File: config.mk
export PLATFORM = sky130hd
export DESIGN_NAME = delay_nu_ctrl
export DESIGN_NICKNAME = d
export VERILOG_FILES = /design/src/rtl/delay_nu_pkg.sv /design/src/rtl/delay_nu_chan.sv /design/src/rtl/delay_nu_ctrl.sv
export SDC_FILE = /design/constraint.sdc
export NUM_CORES = 1
export LEC_CHECK = 0
export BUFFER_PORTS_ARGS = -buffer_cell sky130_fd_sc_hd__buf_4
export CAP_MARGIN = 5
export CORE_AREA = 2 2 66 99
export DETAILED_ROUTE_END_ITERATION = 12
export DIE_AREA = 0 0 68 101
export REMOVE_ABC_BUFFERS = 1
export SETUP_SLACK_MARGIN = 0.1
export SKIP_CTS_REPAIR_TIMING = 1
export SLEW_MARGIN = 40
export SYNTH_ARGS = -nofsm -noshare
export SYNTH_HDL_FRONTEND = slang
export SYNTH_HIERARCHICAL = 1
export SYNTH_SLANG_ARGS = --single-unit
export TNS_END_PERCENT = 100
File: constraint.sdc
create_clock -name clk -period 2.8 [get_ports clk]
set_clock_uncertainty 0.05 [all_clocks]
set_input_delay 0.42 -clock clk [delete_from_list [all_inputs] [get_ports clk]]
set_output_delay 0.42 -clock clk [all_outputs]
set_load 0.01 [all_outputs]
File: src/rtl/delay_nu_pkg.sv
// Shared definitions for the multi-channel programmable request delay.
// Contents:
//   cnt_width    - width of the delay configuration and the channel counters
//   chan_state_t - channel FSM states (IDLE, PEND)
//   clamp_dly    - maps a requested delay onto the legal range 1..max_dly
package delay_nu_pkg;

  typedef enum logic {
    IDLE = 1'b0,
    PEND = 1'b1
  } chan_state_t;

  // Bits needed to hold any value in 0..max_dly.
  function automatic int cnt_width(input int max_dly);
    return $clog2(max_dly + 1);
  endfunction

  // A delay of 0 cannot be honoured, so it becomes 1.
  // Anything above max_dly saturates at max_dly.
  function automatic int unsigned clamp_dly(input int unsigned req,
                                            input int unsigned max_dly);
    int unsigned res;
    if (req == 32'd0) begin
      res = 32'd1;
    end else if (req > max_dly) begin
      res = max_dly;
    end else begin
      res = req;
    end
    return res;
  endfunction

endpackage

File: src/rtl/delay_nu_chan.sv
// One request channel of delay_nu_ctrl.
// A 2-phase request toggle seen on inR is reproduced on outR dly_cur edges later.
// Only one event can be in flight at a time. An event that arrives while the
// counter is still running is dropped, and the sticky ovf bit is set.
// Ports:
//   clk, rst - clock, synchronous active-high reset
//   inR      - 2-phase request input
//   dly_cur  - delay in force (1..MAX_DLY), shared by all channels
//   ovf_clr  - clears ovf on the next edge (a simultaneous drop wins)
//   outR     - delayed 2-phase request (registered)
//   busy     - an event is in flight (registered state)
//   ovf      - sticky drop flag (registered)
//   ev       - combinational event detect, used by the parent for config accept
module delay_nu_chan
  import delay_nu_pkg::*;
#(
  parameter int CNT_W = 5
) (
  input  logic             clk,
  input  logic             rst,
  input  logic             inR,
  input  logic [CNT_W-1:0] dly_cur,
  input  logic             ovf_clr,
  output logic             outR,
  output logic             busy,
  output logic             ovf,
  output logic             ev
);

  chan_state_t      state_r, state_nxt;
  logic [CNT_W-1:0] cnt_r, cnt_nxt;
  logic [CNT_W-1:0] reload_s;
  logic             inr_q_r;
  logic             out_r, out_nxt;
  logic             ovf_r, ovf_nxt;
  logic             drop_s;
  logic             ev_s;

  assign ev_s = inR ^ inr_q_r;
  // The counter holds the remaining cycles minus one. This gives exactly
  // dly_cur edges between the detecting edge and the toggling edge.
  assign reload_s = dly_cur - CNT_W'(1);

  // Next-state, counter, output toggle and drop detection.
  always_comb begin
    state_nxt = state_r;
    cnt_nxt   = cnt_r;
    out_nxt   = out_r;
    drop_s    = 1'b0;
    case (state_r)
      IDLE: begin
        if (ev_s) begin
          cnt_nxt   = reload_s;
          state_nxt = PEND;
        end else begin
          state_nxt = IDLE;
        end
      end
      PEND: begin
        if (cnt_r != {CNT_W{1'b0}}) begin
          cnt_nxt = cnt_r - CNT_W'(1);
          drop_s  = ev_s;
        end else begin
          out_nxt = ~out_r;
          // A new event on the emitting edge chains straight into the next one.
          if (ev_s) begin
            cnt_nxt   = reload_s;
            state_nxt = PEND;
          end else begin
            state_nxt = IDLE;
          end
        end
      end
      default: begin
        state_nxt = IDLE;
        cnt_nxt   = {CNT_W{1'b0}};
      end
    endcase
  end

  // Sticky overflow flag. A drop on the same edge as a clear wins.
  always_comb begin
    ovf_nxt = ovf_r;
    if (drop_s) begin
      ovf_nxt = 1'b1;
    end else if (ovf_clr) begin
      ovf_nxt = 1'b0;
    end else begin
      ovf_nxt = ovf_r;
    end
  end

  // Channel state registers. Reset discards any pending event.
  always_ff @(posedge clk) begin
    if (rst) begin
      state_r <= IDLE;
      cnt_r   <= {CNT_W{1'b0}};
      inr_q_r <= 1'b0;
      out_r   <= 1'b0;
      ovf_r   <= 1'b0;
    end else begin
      state_r <= state_nxt;
      cnt_r   <= cnt_nxt;
      inr_q_r <= inR;
      out_r   <= out_nxt;
      ovf_r   <= ovf_nxt;
    end
  end

  assign outR = out_r;
  assign busy = (state_r == PEND);
  assign ovf  = ovf_r;
  assign ev   = ev_s;

endmodule

File: src/rtl/delay_nu_ctrl.sv
// Multi-channel clocked request delay with a run-time programmable delay.
// Each toggle on inR[i] reappears on outR[i] exactly dly_cur edges later.
// The delay can only be changed when nothing is in flight and no event is
// arriving. A rejected load gives a one-cycle cfg_err pulse.
// Ports:
//   clk, rst - clock, synchronous active-high reset
//   inR/outR - 2-phase request inputs / delayed outputs, CH bits
//   dly_cfg  - requested delay
//   cfg_load - strobe to adopt dly_cfg
//   cfg_err  - one-cycle pulse after a rejected cfg_load
//   busy     - per-channel event in flight
//   ovf      - per-channel sticky dropped-event flag
//   ovf_clr  - clears all ovf bits
//   dly_cur  - delay currently in force
module delay_nu_ctrl
  import delay_nu_pkg::*;
#(
  parameter int CH      = 4,
  parameter int MAX_DLY = 16,
  parameter int DEF_DLY = 1,
  parameter int CNT_W   = cnt_width(MAX_DLY)
) (
  input  logic             clk,
  input  logic             rst,
  input  logic [CH-1:0]    inR,
  output logic [CH-1:0]    outR,
  input  logic [CNT_W-1:0] dly_cfg,
  input  logic             cfg_load,
  output logic             cfg_err,
  output logic [CH-1:0]    busy,
  output logic [CH-1:0]    ovf,
  input  logic             ovf_clr,
  output logic [CNT_W-1:0] dly_cur
);

  logic [CH-1:0]    ev_s;
  logic [CH-1:0]    busy_s;
  logic [CNT_W-1:0] dly_r, dly_nxt;
  logic             err_r, err_nxt;
  logic             accept_s;

  for (genvar i = 0; i < CH; i++) begin : g_chan
    delay_nu_chan #(.CNT_W(CNT_W)) u_chan (
      .clk     (clk),
      .rst     (rst),
      .inR     (inR[i]),
      .dly_cur (dly_r),
      .ovf_clr (ovf_clr),
      .outR    (outR[i]),
      .busy    (busy_s[i]),
      .ovf     (ovf[i]),
      .ev      (ev_s[i])
    );
  end

  // Accepting a load only when fully quiescent keeps every in-flight event
  // timed by the delay that was in force when it was detected.
  assign accept_s = cfg_load && (busy_s == {CH{1'b0}}) && (ev_s == {CH{1'b0}});

  // Config update and reject flag.
  always_comb begin
    dly_nxt = dly_r;
    err_nxt = 1'b0;
    if (accept_s) begin
      dly_nxt = CNT_W'(clamp_dly(32'(dly_cfg), 32'(MAX_DLY)));
    end else begin
      err_nxt = cfg_load;
    end
  end

  // Config registers.
  always_ff @(posedge clk) begin
    if (rst) begin
      dly_r <= CNT_W'(DEF_DLY);
      err_r <= 1'b0;
    end else begin
      dly_r <= dly_nxt;
      err_r <= err_nxt;
    end
  end

  assign dly_cur = dly_r;
  assign cfg_err = err_r;
  assign busy    = busy_s;

endmodule

==> flow_metrics.tcl <==
set metrics [dict create \
    max_frequency_mhz 565.4 \
    dr.pass1.iters 4 \
    n_antenna_cell 0 \
    start_util_pct 38.88 \
    wire_length_of_the_first_global_routing_pass_um 8852 \
    syn_inst 277 \
    muxShareOfSynthArea_pct 3.834 \
    cpMaxStageDelayCell "or4b_4" \
    drive_above_1_share_pct 19.09 \
    yosysWarnings 6 \
    tritoncts "built" \
    global_route.usage.total_pct 16.61 \
    maxSlewViolCount 0 \
    grt_max_degree 48 \
    worst-path-max-fanout 4 \
    setup_tns_ns 0 \
    route.vias.total 2026 \
    io_pins 31 \
    synth-main-ff-cell "dfxtp_1" \
    rr_endpoint "g_chan[2].u_chan/cnt_r[0]" \
    first_global_vias 1975 \
    tritoncts_num_sinks 42 \
    antenna_violations_before_repair 0 \
    ys_top_cells_by_area "dfxtp_1, nand2b_1, nand2_1" \
    route.detailed.wl_per_inst_um 13.28 \
    post-dp-hpwl_um 3616 \
    hold_path_end "g_chan[3].u_chan/inr_q_r" \
    worstSetupPathType "register to register" \
    grt_setup_unrepaired "false" \
    drc 0 \
    syn_to_final_growth_pct 18.74 \
    nFillCells 633 \
    floorplan.die_area_um2 6868 \
    intPower_mw 1.277 \
    power.static_leakage_nw 1.140 \
    synth_simple_gate_area_share_pct 26.94 \
    ff2ff_path_depth 6 \
    cap_violations 0 \
    critical_path_launch_point_type "register" \
    critical_path_required_ns 2.91 \
    class_of_the_most_critical_hold_timing_path "input port to register" \
    clkSlewWorstSetupHoldPaths_ns 0.08 \
    nNetsFinal 329 \
    globalRouteOverflowTotal 0 \
    postRouteAntennaNets 0 \
    seqPwrFrac_pct 41.6 \
    switching_power_summed_over_all_nets_uw 523.8 \
    kind_of_cell_with_the_highest_combined_delay_on_the_critical_path "simple AND/OR/NAND/NOR gates" \
    fin_worst_hold_slack_ns 0.3040 \
    synth.largest_area_cell "dfxtp_1" \
    portion_of_the_clock_cycle_consumed_by_the_worst_path_in_the_final_layout_pct 63.16 \
    timing.reg2reg.setup_slack_ns 1.03 \
    synth_compound_gate_area_share_pct 17.04 \
    min_path_cells 2 \
    critical_path.cell_chain "inv_1 -> ha_1 -> or4b_4 -> and2_2 -> mux2i_1 -> a21oi_1" \
    path_buf_inv 1 \
    cts.root.buffer_cell "clkbuf_8" \
    worst_ep_arrival_time_ns 1.88 \
    finalCriticalPeriod_ns 1.769 \
    worst_ir_drop_vdd_mv 0.3859 \
    crit_path_end_kind "register" \
    ys_async_sr_fraction_pct 0 \
    worst-path-stages 6 \
    worst_slew_pin_slew_ns 0.6074 \
    min-delay-start "inR[3]" \
    setup_viol 0 \
    outcome "completed" \
    globalplace.congestion 0.8208 \
    synthesis.area_um2 2350 \
    combinational_family_with_the_most_area_after_synthesis "simple AND/OR/NAND/NOR gates" \
    clockBufferDepth 2 \
    yosys.area.top_type_share_pct 35.78 \
    final_core_util_pct 46.17 \
    synth_xor_area_share_pct 7.455 \
    power.share.combinational_pct 25.3 \
    rel_slew_slack_pct 59.45 \
    rr_startpoint "g_chan[2].u_chan/cnt_r[0]" \
    route.final.wire_length_um 5088 \
    power_switching_share_pct 29.08 \
    avg_synthesized_cell_area_um2 8.483 \
    die-width_um 68 \
    die_height_um 101 \
    drt-initial-drc-count 76 \
    synth.ff_latch_count 42 \
    worst_skew_pair.late_latency_ns 0.30 \
    pwr_density_cell_nw_per_um2 645.6 \
    routed_via_density 5.290 \
    ctsHtreeMaxLevel 2 \
    pwr-share-clk_pct 33.0 \
    number_of_standard_cell_rows_in_the_floorplan 35 \
    numCtsBuffers 5 \
    synth_sequential_area_ratio_pct 35.78 \
    critPathMaxStageDelay_ns 0.51 \
    timing_hold_violations_final 0 \
    core_area_um2 6043 \
    port_buffers 30 \
    fin_total_pwr_mw 1.801 \
    number_of_enable_type_register_cells_in_the_synthesized_netlist 0 \
    synth_cell_types 32 \
    yosys.area_share.adder_pct 4.260 \
]
per-stage QoR:
step / instances / cell area (µm²) / worst slack, ns
after floorplan: 267 / 2300 / 1.128
after global placement: 375 / 2648 / 0.9730
after detailed placement: 375 / 2648 / 0.9494
after CTS: 383 / 2790 / 1.022
after global routing: 383 / 2790 / 0.9109
final: 383 / 2790 / 1.031
routing by layer:
metal	wire length, µm	GRT usage (%)	vias up
li1	-	-	1038
met1	2251	19.50	951
met2	2610	28.98	29
met3	122	2.458	8
met4	104	7.231	0
met5	0	0	-
worst max-delay path by stage:
stage | endpoint | slack (ns) | from
floorplan | dly_cur[0] | 1.13 | inR[1]
global placement | dly_cur[2] | 0.97 | inR[1]
detailed placement | dly_cur[4] | 0.95 | inR[1]
CTS | g_chan[2].u_chan/cnt_r[0] | 1.02 | g_chan[2].u_chan/cnt_r[0]
global route | g_chan[2].u_chan/cnt_r[0] | 0.91 | g_chan[2].u_chan/cnt_r[0]
finish | g_chan[2].u_chan/cnt_r[0] | 1.03 | g_chan[2].u_chan/cnt_r[0]
Yosys cell counts (5+ instances only):
cell type / count
nand2_1: 28
ha_1: 8
dfxtp_1: 42
xnor2_1: 8
inv_1: 16
nor4_1: 6
nand2b_1: 17
nor3_1: 6
clkbuf_1: 5
xor2_1: 12
a21oi_1: 20
mux2i_1: 9
o211ai_1: 12
nor2_1: 17
nand3_1: 8
nor3b_1: 5
nor2b_1: 9
layout by cell type (no fill, tap or decap), drive strengths merged:
| cell type | n |
|---|---|
| dfxtp | 42 |
| buf | 34 |
| nand2 | 28 |
| a21oi | 24 |
| nand2b | 17 |
| nor2 | 17 |
| inv | 16 |
| xor2 | 12 |
| o211ai | 12 |
| mux2i | 9 |
| nor2b | 9 |
| xnor2 | 8 |
| nand3 | 8 |
| ha | 8 |
| o21ai | 8 |
| nor4 | 6 |
| nor3 | 6 |
| clkbuf | 6 |
| nor3b | 5 |
| o21bai | 4 |
| nor4b | 4 |
| a22o | 4 |
| or4b | 4 |
| and2 | 4 |
| o311a | 4 |
| a31oi | 4 |
| or3b | 3 |
| bufinv | 2 |
| and4b | 1 |
state kept, by name, indices dropped and copies added, names as in the netlist:
name,count
g_chan.u_chan/busy,4
g_chan.u_chan/inr_q_r,4
dly_cur,5
g_chan.u_chan/cnt_r,20
g_chan.u_chan/outR,4
cfg_err,1
g_chan.u_chan/ovf,4
area by class of cell:
class,instances,area [µm²],share of cell area [%]
clock buffers,6,82.58,2.960
clock inverters,2,60.06,2.152
inverters,16,60.06,2.152
multi-input cells,209,1399,50.13
flip-flops and latches,42,840.8,30.13
well taps,74,92.59,3.318
repair buffers,34,255.2,9.148
cell families after synthesis:
kind of cell | count (synthesis)
AO/OA/AOI/OAI | 60
multiplexers | 9
buffers and inverters | 26
adder cells (fa/ha/maj) | 8
XOR/XNOR | 20
AND/OR/NAND/NOR | 112
flip-flops | 42
power groups by stage:
stage / sequential, mW / clock (mW) / combinational [mW]
2_1_floorplan: 0.751 / 0 / 0.321
3_3_place_gp: 0.762 / 0 / 0.453
3_5_place_dp: 0.764 / 0 / 0.456
4_1_cts: 0.750 / 0.610 / 0.460
5_1_grt: 0.763 / 0.631 / 0.523
6_report: 0.750 / 0.595 / 0.456
(Power assumes the default switching activity.)
